===== src/rtl/operator_unit_pipelined.sv =====
// operator_unit_pipelined: 2-stage valid/ready operator unit covering every operator class, with a saturating op counter
module operator_unit_pipelined #(
  parameter int WIDTH   = 8,
  parameter int COUNT_W = 16
) (
  input  logic               clk,
  input  logic               reset,
  input  logic               in_valid,
  output logic               in_ready,
  input  logic [3:0]         opcode,
  input  logic [WIDTH-1:0]   operand_a,
  input  logic [WIDTH-1:0]   operand_b,
  output logic               out_valid,
  input  logic               out_ready,
  output logic [WIDTH-1:0]   result,
  output logic               flag,
  output logic [COUNT_W-1:0] op_count
);
  localparam int SW = $clog2(WIDTH);
  localparam int HW = WIDTH / 2;
  logic               s1_valid_q, s2_valid_q, flag_q, flag_d, s1_en, s2_en;
  logic [3:0]         op_q;
  logic [WIDTH-1:0]   a_q, b_q, res_q, res_d;
  logic [COUNT_W-1:0] cnt_q, cnt_d;
  logic [WIDTH:0]     sum, diff;
  logic [2*WIDTH-1:0] prod;
  logic [SW-1:0]      sh;
  assign s2_en     = !s2_valid_q | out_ready;
  assign s1_en     = !s1_valid_q | s2_en;
  assign in_ready  = s1_en & !reset;
  assign out_valid = s2_valid_q;
  assign result    = res_q;
  assign flag      = flag_q;
  assign op_count  = cnt_q;
  assign sum  = {1'b0, a_q} + {1'b0, b_q};
  assign diff = {1'b0, a_q} - {1'b0, b_q};
  assign prod = {{WIDTH{1'b0}}, a_q} * {{WIDTH{1'b0}}, b_q};
  assign sh   = b_q[SW-1:0];
  always_comb begin
    res_d  = '0;
    flag_d = 1'b0;
    case (op_q)
      4'h0: begin res_d = sum[WIDTH-1:0]; flag_d = sum[WIDTH]; end
      4'h1: begin res_d = diff[WIDTH-1:0]; flag_d = a_q < b_q; end
      4'h2: begin res_d = prod[WIDTH-1:0]; flag_d = |prod[2*WIDTH-1:WIDTH]; end
      4'h3: begin res_d = {{(WIDTH-1){1'b0}}, |a_q && |b_q}; flag_d = res_d[0]; end
      4'h4: begin res_d = {{(WIDTH-1){1'b0}}, |a_q || |b_q}; flag_d = res_d[0]; end
      4'h5: begin res_d = (a_q > b_q) ? a_q : b_q; flag_d = a_q > b_q; end
      4'h6: begin res_d = {{(WIDTH-1){1'b0}}, a_q < b_q}; flag_d = res_d[0]; end
      4'h7: begin res_d = {{(WIDTH-1){1'b0}}, a_q == b_q}; flag_d = a_q != b_q; end
      4'h8: begin res_d = a_q & b_q; flag_d = ~|res_d; end
      4'h9: begin res_d = a_q | b_q; flag_d = ~|res_d; end
      4'hA: begin res_d = a_q ^ b_q; flag_d = ~|res_d; end
      4'hB: begin res_d = ~a_q; flag_d = ~|res_d; end
      4'hC: begin res_d = {{(WIDTH-3){1'b0}}, ^a_q, |a_q, &a_q}; flag_d = ~|a_q; end
      4'hD: begin res_d = a_q << sh; flag_d = ~|res_d; end
      4'hE: begin res_d = a_q >> sh; flag_d = ~|res_d; end
      default: begin res_d = {a_q[HW-1:0], b_q[HW-1:0]}; flag_d = 1'b0; end
    endcase
  end
  // counter saturates at all-ones rather than wrapping
  assign cnt_d = (s2_valid_q & out_ready & ~&cnt_q) ? cnt_q + 1'b1 : cnt_q;
  always_ff @(posedge clk) begin
    if (reset) begin
      s1_valid_q <= 1'b0;
      s2_valid_q <= 1'b0;
      res_q      <= '0;
      flag_q     <= 1'b0;
      cnt_q      <= '0;
    end else begin
      cnt_q <= cnt_d;
      if (s1_en) begin
        s1_valid_q <= in_valid;
        op_q       <= opcode;
        a_q        <= operand_a;
        b_q        <= operand_b;
      end
      if (s2_en) begin
        s2_valid_q <= s1_valid_q;
        if (s1_valid_q) begin
          res_q  <= res_d;
          flag_q <= flag_d;
        end
      end
    end
  end
endmodule


===== config.mk =====
export PLATFORM = sky130hd
export DESIGN_NAME = operator_unit_pipelined
export DESIGN_NICKNAME = d
export VERILOG_FILES = /design/src/rtl/operator_unit_pipelined.sv
export SDC_FILE = /design/constraint.sdc
export NUM_CORES = 1
export LEC_CHECK = 0
export ABC_AREA = 1
export ABC_CLOCK_PERIOD_IN_PS = 4200
export CORE_MARGIN = 2
export CORE_UTILIZATION = 30
export CTS_CLUSTER_DIAMETER = 150
export DETAILED_ROUTE_END_ITERATION = 16
export GPL_ROUTABILITY_DRIVEN = 0
export PLACE_DENSITY_LB_ADDON = 0.1
export SYNTH_ARGS = -nofsm -noshare
export SYNTH_HDL_FRONTEND = slang
export SYNTH_SLANG_ARGS = --single-unit
export TNS_END_PERCENT = 20

===== constraint.sdc =====
create_clock -name clk -period 4.2 [get_ports clk]
set_input_delay 1.26 -clock clk [delete_from_list [all_inputs] [get_ports clk]]
set_output_delay 1.26 -clock clk [all_outputs]
set_load 0.05 [all_outputs]

======== Word level (Yosys, flattened, before mapping) ========
Index checks and enable logic that the tools add are counted.
word-level totals
  flip-flop bits (word level) ............. 47
  memory bits (read-only) ................. 0
  latch bits .............................. 0
  word-level logic and storage cells ...... 74
  memories ................................ 0
  RAM bits ................................ 0
  input bits .............................. 24
cells by class
  $lt $le $gt $ge ......................... 2
  mux-type cells .......................... 3
  bitwise gates (word level) .............. 10
  div/mod/pow operators ................... 0
  reductions and logical operators ........ 29
  $mul .................................... 1
  shift operators ......................... 2
  eq/ne operators ......................... 16
  $add $sub $neg .......................... 3
operators by type and width
  operator                                                                count
  8-bit one-hot mux with 15 select lines                                  1
  8-bit OR reduction                                                      9
  4-bit equality test (second input constant)                             7
  16-bit by 1-bit adder with 16-bit output (second input constant)        1
  4-bit by 3-bit equality test with 1-bit output (second input constant)  4
  8-bit by 8-bit multiplier with 16-bit output                            1
  16-bit AND reduction                                                    1
  1-bit one-hot mux with 14 select lines                                  1
  1-bit zero test                                                         11
  8-bit by 8-bit adder with 9-bit output                                  1
  8-bit bitwise AND                                                       1
  4-bit by 2-bit equality test with 1-bit output (second input constant)  2
  8-bit equality test                                                     1
  8-bit > comparator                                                      1
  8-bit less-than comparator                                              1
  8-bit two-way mux                                                       1
  8-bit != test                                                           1
  8-bit inverter                                                          1
  8-bit bitwise OR                                                        1
  8-bit AND reduction                                                     1
  8-bit XOR reduction                                                     1
  8-bit by 3-bit << shifter with 8-bit output                             1
  8-bit by 3-bit right shift with 8-bit output                            1
  8-bit subtractor                                                        1
  other kinds (10)                                                        14

======== Depth between registers and ports, before layout ========
Gate-level depths: netlist of run 1.
  depth after elaboration ................. 4
  mapped depth ............................ 27
  mapped depth without buffers ............ 25

======== Worst setup path before layout of run 1 ========
No wires, ideal clock.
  path type ............................... reg2reg
  from .................................... register b_q[2]
  to ...................................... register flag_q, in the netlist flag
  slack ................................... -0.153 ns
  arrival ................................. 4.220 ns
  setup time .............................. 0.132 ns
  cell stages (with the launch flop) ...... 28
  buffers on the path ..................... 2
  required time ........................... 4.068 ns
  cells stage by stage .................... edfxtp_1 -> buf_6 -> clkbuf_1 -> nand2_1 -> inv_1 -> fa_1 -> inv_1 -> fa_1 -> inv_1 -> fa_1 -> inv_1 -> fa_1 -> inv_1 -> ha_1 -> nand2_1 -> nand2_1 -> a21oi_1 -> nand2_1 -> nand2_1 -> nand2_1 -> nand2_1 -> nand2_1 -> nor2_1 -> nand3_1 -> nand2_1 -> nand2_1 -> nand2_1 -> a21oi_1
between the ends
  cells in the longest elaborated chain, start to end .. 4
  elaborated cells between the ends (all ways) .. 25
  classes of those cells .................. add/sub (1); mul (1); order compare (2); eq/ne (1); shift (2); mux (1); bitwise (3); reduce/logical (14)
ends and longest elaborated chain
  element                                                                                               line  source
  start: declaration                                                                                    23    logic [WIDTH-1:0] a_q, b_q, res_q, res_d;
  start signal: assignment                                                                              76    b_q <= operand_b;
  parallel branches: the longest is 3 deep, another holds 8-bit by 8-bit multiplier with 16-bit output  n/a
  1-bit one-hot mux with 14 select lines *                                                              42    case (op_q)
  end signal: assignment                                                                                82    flag_q <= flag_d;
  end: declaration                                                                                      21    logic s1_valid_q, s2_valid_q, flag_q, flag_d, s1_en, s2_en;
Mark *: on every way between the ends.
A chain may end at the register's enable or synchronous reset.

======== Worst setup path after layout of run 1 ========
  from .................................... register a_q[4]
  to ...................................... register flag_q, in the netlist flag
between the ends
  cells in the longest elaborated chain, start to end .. 4
  elaborated cells between the ends (all ways) .. 29
  classes of those cells .................. add/sub (1); mul (1); order compare (2); eq/ne (1); shift (2); mux (1); bitwise (4); reduce/logical (17)
ends and longest elaborated chain
  element                                                                                               line  source
  start: declaration                                                                                    23
  start signal: assignment                                                                              75    a_q <= operand_a;
  parallel branches: the longest is 3 deep, another holds 8-bit by 8-bit multiplier with 16-bit output  n/a
  1-bit one-hot mux with 14 select lines *                                                              42
Marks and branches as above.

==> results of run 1 <==
[worst min path at each step]
stage          slack, ps       start    endpoint
5_1_grt              510   result[5]   result[5]
3_3_place_gp         460   result[2]   result[2]
3_5_place_dp         470   result[2]   result[2]
6_report             480   result[2]   result[2]
4_1_cts              480   result[2]   result[2]
2_1_floorplan        480  s1_valid_q  s1_valid_q
[where the power goes]
part           switching (mW)  leakage, nW  total [mW]  internal, mW
combinational           0.984         3.60        1.76         0.775
clock                   0.204       0.0923       0.502         0.298
sequential             0.0220        0.414       0.518         0.496
total                    1.21         4.11        2.78          1.57
[registers in the layout, indices dropped and copies added (netlist names)]
register and count:
b_q 8, s1_valid_q 1, flag 1, op_q 4
out_valid 1, a_q 8, op_count 16, result 8
[cell usage after synthesis (3+ instances only)]
| cell | number | area share |
|---|---|---|
| nand2_1 | 253 | 0.14 |
| inv_1 | 173 | 0.099 |
| nand3_1 | 84 | 0.064 |
| nor2_1 | 74 | 0.042 |
| ha_1 | 70 | 0.13 |
| a21oi_1 | 51 | 0.039 |
| fa_1 | 38 | 0.12 |
| dfxtp_1 | 27 | 0.083 |
| o21ai_0 | 26 | 0.020 |
| edfxtp_1 | 20 | 0.092 |
| nand4_1 | 18 | 0.017 |
| buf_2 | 16 | 0.012 |
| inv_2 | 13 | 0.0074 |
| nand2_2 | 10 | 0.0095 |
| nor3_1 | 10 | 0.0076 |
| o211ai_1 | 10 | 0.011 |
| o21ai_1 | 9 | 0.0069 |
| o22ai_1 | 8 | 0.0076 |
| nor2_4 | 7 | 0.012 |
| buf_6 | 6 | 0.010 |
| clkbuf_1 | 6 | 0.0034 |
| nor2_2 | 5 | 0.0048 |
| o21bai_1 | 4 | 0.0046 |
| xor2_1 | 4 | 0.0053 |
| nand2_4 | 3 | 0.0052 |
| nand3_2 | 3 | 0.0046 |
| nand3b_1 | 3 | 0.0034 |
| or2_2 | 3 | 0.0029 |
| xnor2_1 | 3 | 0.0040 |
[worst max-delay path, stage by stage, from the launching register on]
cell      delay, ps
edfxtp_1        440
ha_1            280
fa_1            540
inv_1            50
fa_1            440
fa_1            510
inv_1            50
fa_1            580
ha_4            250
nand2_4          60
inv_1            40
a21oi_2         160
nand2_2         110
nand2_2          70
nand2_1          50
nand2_1          50
nand2_1          50
nor2_2          110
nand3_2         110
nand2_2          70
nand2_1          50
nand2_1          70
a21oi_1          50
[logic make-up after synthesis]
| family | Yosys count | share of synthesized area |
|---|---|---|
| simple gates | 481 | 0.3291 |
| buf+inv | 218 | 0.1375 |
| compound gates | 115 | 0.1001 |
| fa+ha+maj | 108 | 0.2498 |
| flops | 47 | 0.1742 |
| xor+xnor | 7 | 0.009358 |
[repair_timing]
action	CTS	global route
pin swaps	21	14
endpoints found under the setup margin	4	5
hold buffers	0	0
resized for setup	27	22
buffers inserted	8	8
[routing by layer]
metal,up-vias,track usage
met2,141,0.3189
met3,13,0.01737
met4,0,0.02685
met1,3034,0.2878
met5,-,0
li1,3322,-
[per-stage QoR]
stage	worst slack [ps]	cell area, um^2	TNS [ps]	util
finish	-110.1	8304	-110.1	0.3841
global route	-344.8	8304	-702.6	0.3841
CTS	-171.5	8149	-171.5	0.3769
detailed placement	-280.9	7791	-506.4	0.3604
global placement	-265.4	7791	-381.8	0.3604
floorplan	9.897	6584	0	-
[cell type report]
| class | instances | area share |
|---|---|---|
| clock buffer | 7 | 0.02109 |
| clock inverter | 1 | 0.001356 |
| inverter | 188 | 0.08528 |
| multi-input combinational | 711 | 0.5676 |
| sequential | 47 | 0.1374 |
| tap | 280 | 0.04219 |
| timing repair buffer | 140 | 0.1451 |
==> results.yml, run 1 <==
run_status:
  outcome: "complete, but fails checks"
  violations: "negative setup slack"
grt:
  grt_max_degree: 22
  grt_pass1_wl_um: 34430
  grt-ovfl-total: 0
  antenna_found_initial: 0
  grt_util_all_layers: 0.1957
  first_global_vias: 6238
worst_setup_path:
  crit_start: "a_q[4]"
  endpoint: "flag"
  timing.rr.end: "flag"
  regToRegStartpoint: "a_q[4]"
  endpoint_kind: "register"
  cp_data_required_time_ps: 4400
  crit_fanout: 4
  r2r_cells: 22
  r2r_setup_slack_ps: -110
  start_kind: "register"
  setup.worst_path.class: "reg2reg"
  worstPathArrival_ps: 4510
sta:
  hold-worst-slack_ps: 475.2
  finalClockSkew_ps: 10.62
  finalHoldViolCount: 0
  relSlewSlack: 0.5317
  min_period_ps: 4310
  fmax_mhz: 232.0
  rsz0062_at_grt: "yes"
  fin_ws_ps: -110.1
  finalSetupViolCount: 1
  slew_violations: 0
  fin_crit_sh: 1.026
  worst_slew_pin_slew_ps: 700.7
layout:
  num_antenna_cells: 0
  fin_nets: 1225
  final_cells: 1374
  multi_input_area_mm2: 0.004713
  ff_latch_area_mm2: 0.001141
  n_fill_cell: 2353
  drive_gt1_frac: 0.1773
  area_growth_pct: 26.76
  layout_commonest_cell: "nand2_1"
  final_cell_mix: "nand2_1 (241), inv_1 (169), buf_4 (85), nand3_1 (81), nor2_1 (66)"
yosys:
  ys_async_sr_fraction: 0
  syn-instance-count: 976
  synth_warnings: 0
  synth_edf_count: 20
  synth_cell_types: 48
  synth_seq_area_share: 0.1742
  ys.flop_type: "dfxtp_1"
  syn_area_per_cell_um2: 6.712
  ys_seq_elements: 47
  syn_nets: 1108
  synth_area_mm2: 0.006551
clock_tree:
  cts.reportedPaths.clkPinSlew_ps: 80
  clock_latency_ps: 300
  cts_sinks: 47
  cts-htree-levels: 2
  max-clock-path-buffers: 2
  cts_buffers: 5
  cts_tree: "yes"
  cts-root-buf: "clkbuf_16"
die:
  die_x_um: 151.8
  floorplan.die_area_mm2: 0.02304
  ios: 51
  start_util: 0.3030
  fp-row-count: 54
  core_area_mm2: 0.02162
  die_y_um: 151.8
min_path:
  hp-class: "reg2reg"
  whs_path_depth: 2
placed_design:
  place_hpwl_um: 17790
  placedCellCount: 1350
  io_buffer_count: 50
route:
  viasPerCell: 4.738
  wl_met3_um: 763
  drtPass1Iterations: 6
  routed_wl_um: 21820
  drtIter0Drc: 464
  wl_met2_um: 9896
  highest_layer: "met4"
  num_vias: 6510
  wl_per_cell_um: 15.88
  postRouteAntennaNets: 0
  met1_length_um: 11000
  route.detailed.drc: 0
power:
  leakage_nw: 4.107
  finalPower_mw: 2.780
  powerDensity_mw_per_mm2: 334.7
  ir_worst_vdd_v: 0.0001852
run:
  cap_viol_max_count: 0
(Power assumes the default switching activity.)
==> inputs of run 2 (changes only) <==
- TNS_END_PERCENT: 20 -> default
==> run 2 against run 1 <==
Net effect:
- sequential share of layout area shrank 0.25 points
- clock power is essentially flat
- hold slack is essentially flat
- largest power group unchanged
- register-to-register slack is essentially flat
- power grew 3.9%
- cell count grew 0.29%
- cell area grew 1.9%
- critical path depth is the same
- non-clock buffer count grew 4
- highest routed layer unchanged
- the flow still finishes with violations (negative setup slack)
==> results.yml, run 2 (same netlist as run 1, synthesis figures left out) <==
clock_tree:
  cts_sinks: 47
  cts-htree-levels: 2
  cts.reportedPaths.clkPinSlew_ps: 80
  max-clock-path-buffers: 2
  cts_buffers: 5
  cts-root-buf: "clkbuf_16"
  cts_tree: "yes"
  clock_latency_ps: 300
layout:
  final_cell_mix: "nand2_1 (236), inv_1 (161), buf_4 (81), nand3_1 (79), nor2_1 (65)"
  multi_input_area_mm2: 0.004798
  num_antenna_cells: 0
  fin_nets: 1229
  ff_latch_area_mm2: 0.001141
  drive_gt1_frac: 0.2013
  n_fill_cell: 2337
  final_util: 0.3912
  largest_reg_flops: 16
  layout_commonest_cell: "nand2_1"
  area_growth_pct: 29.11
worst_setup_path:
  regToRegStartpoint: "a_q[4]"
  crit_start: "a_q[4]"
  cp_slowest_cell: "fa_1"
  max_stage_delay_ps: 580
  setup.worst_path.class: "reg2reg"
  endpoint_kind: "register"
  crit_fanout: 4
  start_kind: "register"
  cp_data_required_time_ps: 4400
  crit_top_cell: "nand2_1"
  path_cells: "ha_1, fa_1, inv_1, fa_1, fa_1, inv_1, fa_1, ha_4, nand2_4, inv_1, a21oi_2, nand2_2, nand2_2, nand2_1, nand2_1, nand2_1, nor2_2, nand3_2, nand2_2, nand2_1, nand2_1, a21oi_1"
  worstPathArrival_ps: 4500
route:
  drtIter0Drc: 462
  wl_per_cell_um: 16.00
  route.detailed.drc: 0
  viasPerCell: 4.761
  postRouteAntennaNets: 0
  routed_wl_um: 22050
  num_vias: 6560
  drtPass1Iterations: 5
die:
  floorplan.die_area_mm2: 0.02304
  die_y_um: 151.8
  core_area_mm2: 0.02162
  ios: 51
  fp-row-count: 54
  start_util: 0.3030
  die_x_um: 151.8
placed_design:
  io_buffer_count: 50
  place_ws_ps: -280.9
  place_hpwl_um: 17790
min_path:
  hp-class: "reg2reg"
  min_from: "result[2]"
sta:
  finalHoldViolCount: 0
  fmax_mhz: 232.5
  relSlewSlack: 0.5476
  min_period_ps: 4301
  finalSetupViolCount: 2
  slew_violations: 0
  fin_crit_sh: 1.024
  finalClockSkew_ps: 10.51
  fin_ws_ps: -101.1
  rsz0062_at_grt: "yes"
  worst_slew_pin_slew_ps: 677.0
grt:
  grt_util_all_layers: 0.1957
  grt_pass1_wl_um: 34430
  grt_max_degree: 22
  antenna_found_initial: 0
  first_global_vias: 6238
  grt-ovfl-total: 0
power:
  finalPower_mw: 2.889
  leakage_nw: 4.150
  ir_worst_vdd_v: 0.0001876
  powerDensity_mw_per_mm2: 341.6
run_status:
  violations: "negative setup slack"
  outcome: "complete, but fails checks"
run:
  cap_viol_max_count: 0
[run 2: report_power, final]
part	switching, mW	internal (mW)	total [mW]
combinational	1.02	0.849	1.87
clock	0.204	0.298	0.502
sequential	0.0221	0.496	0.519
[run 2: timing repair]
| action | CTS | global route |
|---|---|---|
| gates resized for setup | 27 | 58 |
| setup endpoints to repair | 4 | 5 |
| pin swaps | 21 | 34 |
| buffers inserted | 8 | 12 |
| hold buffers | 0 | 0 |
[run 2: cell type report]
cell class                      count  area share
Multi-Input combinational cell    711      0.5673
Timing Repair Buffer              144      0.1506
Sequential cell                    47      0.1349
Inverter                          188     0.08373
Tap cell                          280     0.04142
Clock buffer                        7     0.02071
Clock inverter                      1    0.001331
[run 2: per-stage QoR]
step | hold slack [ps] | instances | area (um^2) | TNS [ps]
3_5_place_dp | 465.4 | 1350 | 7791 | -506.4
3_3_place_gp | 455.5 | 1350 | 7791 | -381.8
4_1_cts | 476.7 | 1366 | 8149 | -171.5
6_report | 475.2 | 1378 | 8458 | -180.0
2_1_floorplan | 479.1 | 976 | 6584 | 0
5_1_grt | 506.9 | 1378 | 8458 | -590.0
[run 2: per-layer routing]
| metal | GRT usage | part of all wire |
|---|---|---|
| met2 | 0.3189 | 0.46 |
| met3 | 0.01737 | 0.041 |
| met4 | 0.02685 | 0.0069 |
| met5 | 0 | 0 |
| met1 | 0.2878 | 0.50 |
[run 2: final timing paths]
| check | depth (start not counted) | end | slack (ps) |
|---|---|---|---|
| setup / recovery | 22 | flag | -100 |
| setup reg to reg | 22 | flag | -100 |
| hold / removal | 2 | result[2] | 480 |
| hold reg to reg | 2 | result[2] | 480 |
[run 2: critical path, delay by kind of cell, from the launching register on]
| kind | cells | cell delay [ps] |
|---|---|---|
| adder cells (fa/ha/maj) | 6 | 2600 |
| AND/OR/NAND/NOR | 11 | 800 |
| AO/OA/AOI/OAI | 2 | 210 |
| buffers and inverters | 3 | 140 |
| flip-flops | 1 | 440 |
==> inputs of run 3 (changes only) <==
- SETUP_SLACK_MARGIN: default -> 0.4
==> run 3 against run 2 <==
Net effect:
- the flow still finishes with violations (negative setup slack)
- sequential share of layout area up 0.48 points
- wire length shrank 3.6%
- sequential power hardly changed
- register-to-register slack worse by 30 ps
- power fell by 9.5%
- fmax fell by 0.71%
- combinational power shrank 11%
- clock-buffer cell count did not move
- largest power group unchanged
==> results.yml, run 3 (same netlist as run 1, synthesis figures left out) <==
grt:
  grt.busiest_layer: "met2"
  grt_util_all_layers: 0.1901
  use_met2: 0.2989
  antenna_found_initial: 0
  grt_use_met1: 0.2832
  grt_pass1_wl_um: 33720
  grt-ovfl-total: 0
  first_global_vias: 6158
  met3_usage: 0.01796
  grt_max_degree: 25
die:
  ios: 51
  die_x_um: 151.8
  core_area_mm2: 0.02162
  floorplan.die_area_mm2: 0.02304
  start_util: 0.3030
  fp-row-count: 54
  die_y_um: 151.8
placed_design:
  place_hpwl_um: 17370
  io_buffer_count: 50
  place_ws_ps: -271.6
  dpl_cell_area_mm2: 0.007736
  placedCellCount: 1334
route:
  route.detailed.drc: 0
  wl_per_cell_um: 15.70
  viasPerCell: 4.742
  num_vias: 6416
  routed_wl_um: 21250
  drtIter0Drc: 460
  postRouteAntennaNets: 0
  drtPass1Iterations: 5
sta:
  fin_ws_ps: -131.9
  finalHoldViolCount: 0
  finalClockSkew_ps: 14.06
  tns_ps: -162.4
  fmax_mhz: 230.8
  hold-worst-slack_ps: 469.4
  finalSetupViolCount: 2
  rsz0062_at_grt: "yes"
  fin_crit_sh: 1.031
  slew_violations: 0
  worst_slew_pin_slew_ps: 786.9
  min_period_ps: 4332
  relSlewSlack: 0.4748
clock_tree:
  cts_tree: "yes"
  cts-root-buf: "clkbuf_16"
  cts_sinks: 47
  cts.reportedPaths.clkPinSlew_ps: 80
  cts_buffers: 5
  postCtsHoldBufs: 0
  clock_latency_ps: 300
  max-clock-path-buffers: 2
  cts-htree-levels: 2
worst_setup_path:
  start_kind: "register"
  endpoint_kind: "register"
  timing.rr.end: "flag"
  worstPathArrival_ps: 4520
  regToRegStartpoint: "a_q[3]"
  crit_start: "a_q[3]"
  cp_data_required_time_ps: 4390
  r2r_setup_slack_ps: -130
  crit_fanout: 6
  setup.worst_path.class: "reg2reg"
  r2r_cells: 24
min_path:
  worstHoldEndpoint: "result[4]"
  min_from: "result[4]"
  hp-class: "reg2reg"
  whs_path_depth: 2
power:
  ir_worst_vdd_v: 0.0002033
  finalPower_mw: 2.616
  leakage_nw: 3.997
  powerDensity_mw_per_mm2: 320.1
layout:
  drive_gt1_frac: 0.1612
  post-route-cell-area_mm2: 0.008170
  area_growth_pct: 24.71
  final_util: 0.3779
  n_fill_cell: 2389
  num_antenna_cells: 0
  layout_commonest_cell: "nand2_1"
  fin_nets: 1204
  multi_input_area_mm2: 0.004746
  ff_latch_area_mm2: 0.001141
  final_cell_mix: "nand2_1 (242), inv_1 (162), nand3_1 (82), nor2_1 (72)"
  largest_reg_flops: 16
  final_cells: 1353
run_status:
  outcome: "complete, but fails checks"
  violations: "negative setup slack"
run:
  cap_viol_max_count: 0
## run 3: changes by cell type in the layout (fill, tap and decap cells not counted), sizes merged
cell and delta:
buf -25
## run 3: report_power, final
group          leakage, nW  switching [mW]  internal (mW)
combinational         3.51           0.936          0.719
clock               0.0745           0.200          0.241
sequential           0.414          0.0231          0.496
total                 4.00            1.16           1.46
## run 3: worst max path at each step
stage | to | slack, ps
after floorplan | flag | 120
after global placement | flag | -270
after detailed placement | flag | -270
after CTS | flag | -180
after global routing | flag | -370
final | flag | -130
## run 3: metal layers
layer  share of wire  up-vias
li1                -     3282
met1            0.50     2983
met2            0.45      139
met3           0.040       12
met4           0.010        0
met5               0        -
## run 3: worst max-delay path, stage by stage (launching register included)
cell	delay, ps
edfxtp_1	510
ha_1	220
inv_1	70
fa_1	420
inv_1	80
fa_1	440
fa_1	540
inv_1	50
fa_1	480
inv_2	50
ha_4	230
nand2_2	70
nand2_2	70
a21oi_4	180
nand2_4	80
nand2_2	80
nand2_1	50
nand2_1	50
nand2_1	50
nor2_1	110
nand3_1	120
nand2_1	80
nand2_1	50
nand2_1	70
a21oi_1	60
## run 3: what timing repair did
| action | CTS | global route |
|---|---|---|
| setup endpoints to repair | 5 | 5 |
| pin swaps | 20 | 39 |
| setup buffers | 7 | 4 |
| hold endpoints to repair | 0 | 0 |
| gates resized for setup | 22 | 30 |
## run 3: layout make-up
class	count	area share
clock buffers	7	0.01746
repair buffers	119	0.1311
inverters	188	0.08698
flip-flops and latches	47	0.1397
clock inverters	1	0.001072
well taps	280	0.04288
multi-input cells	711	0.5809
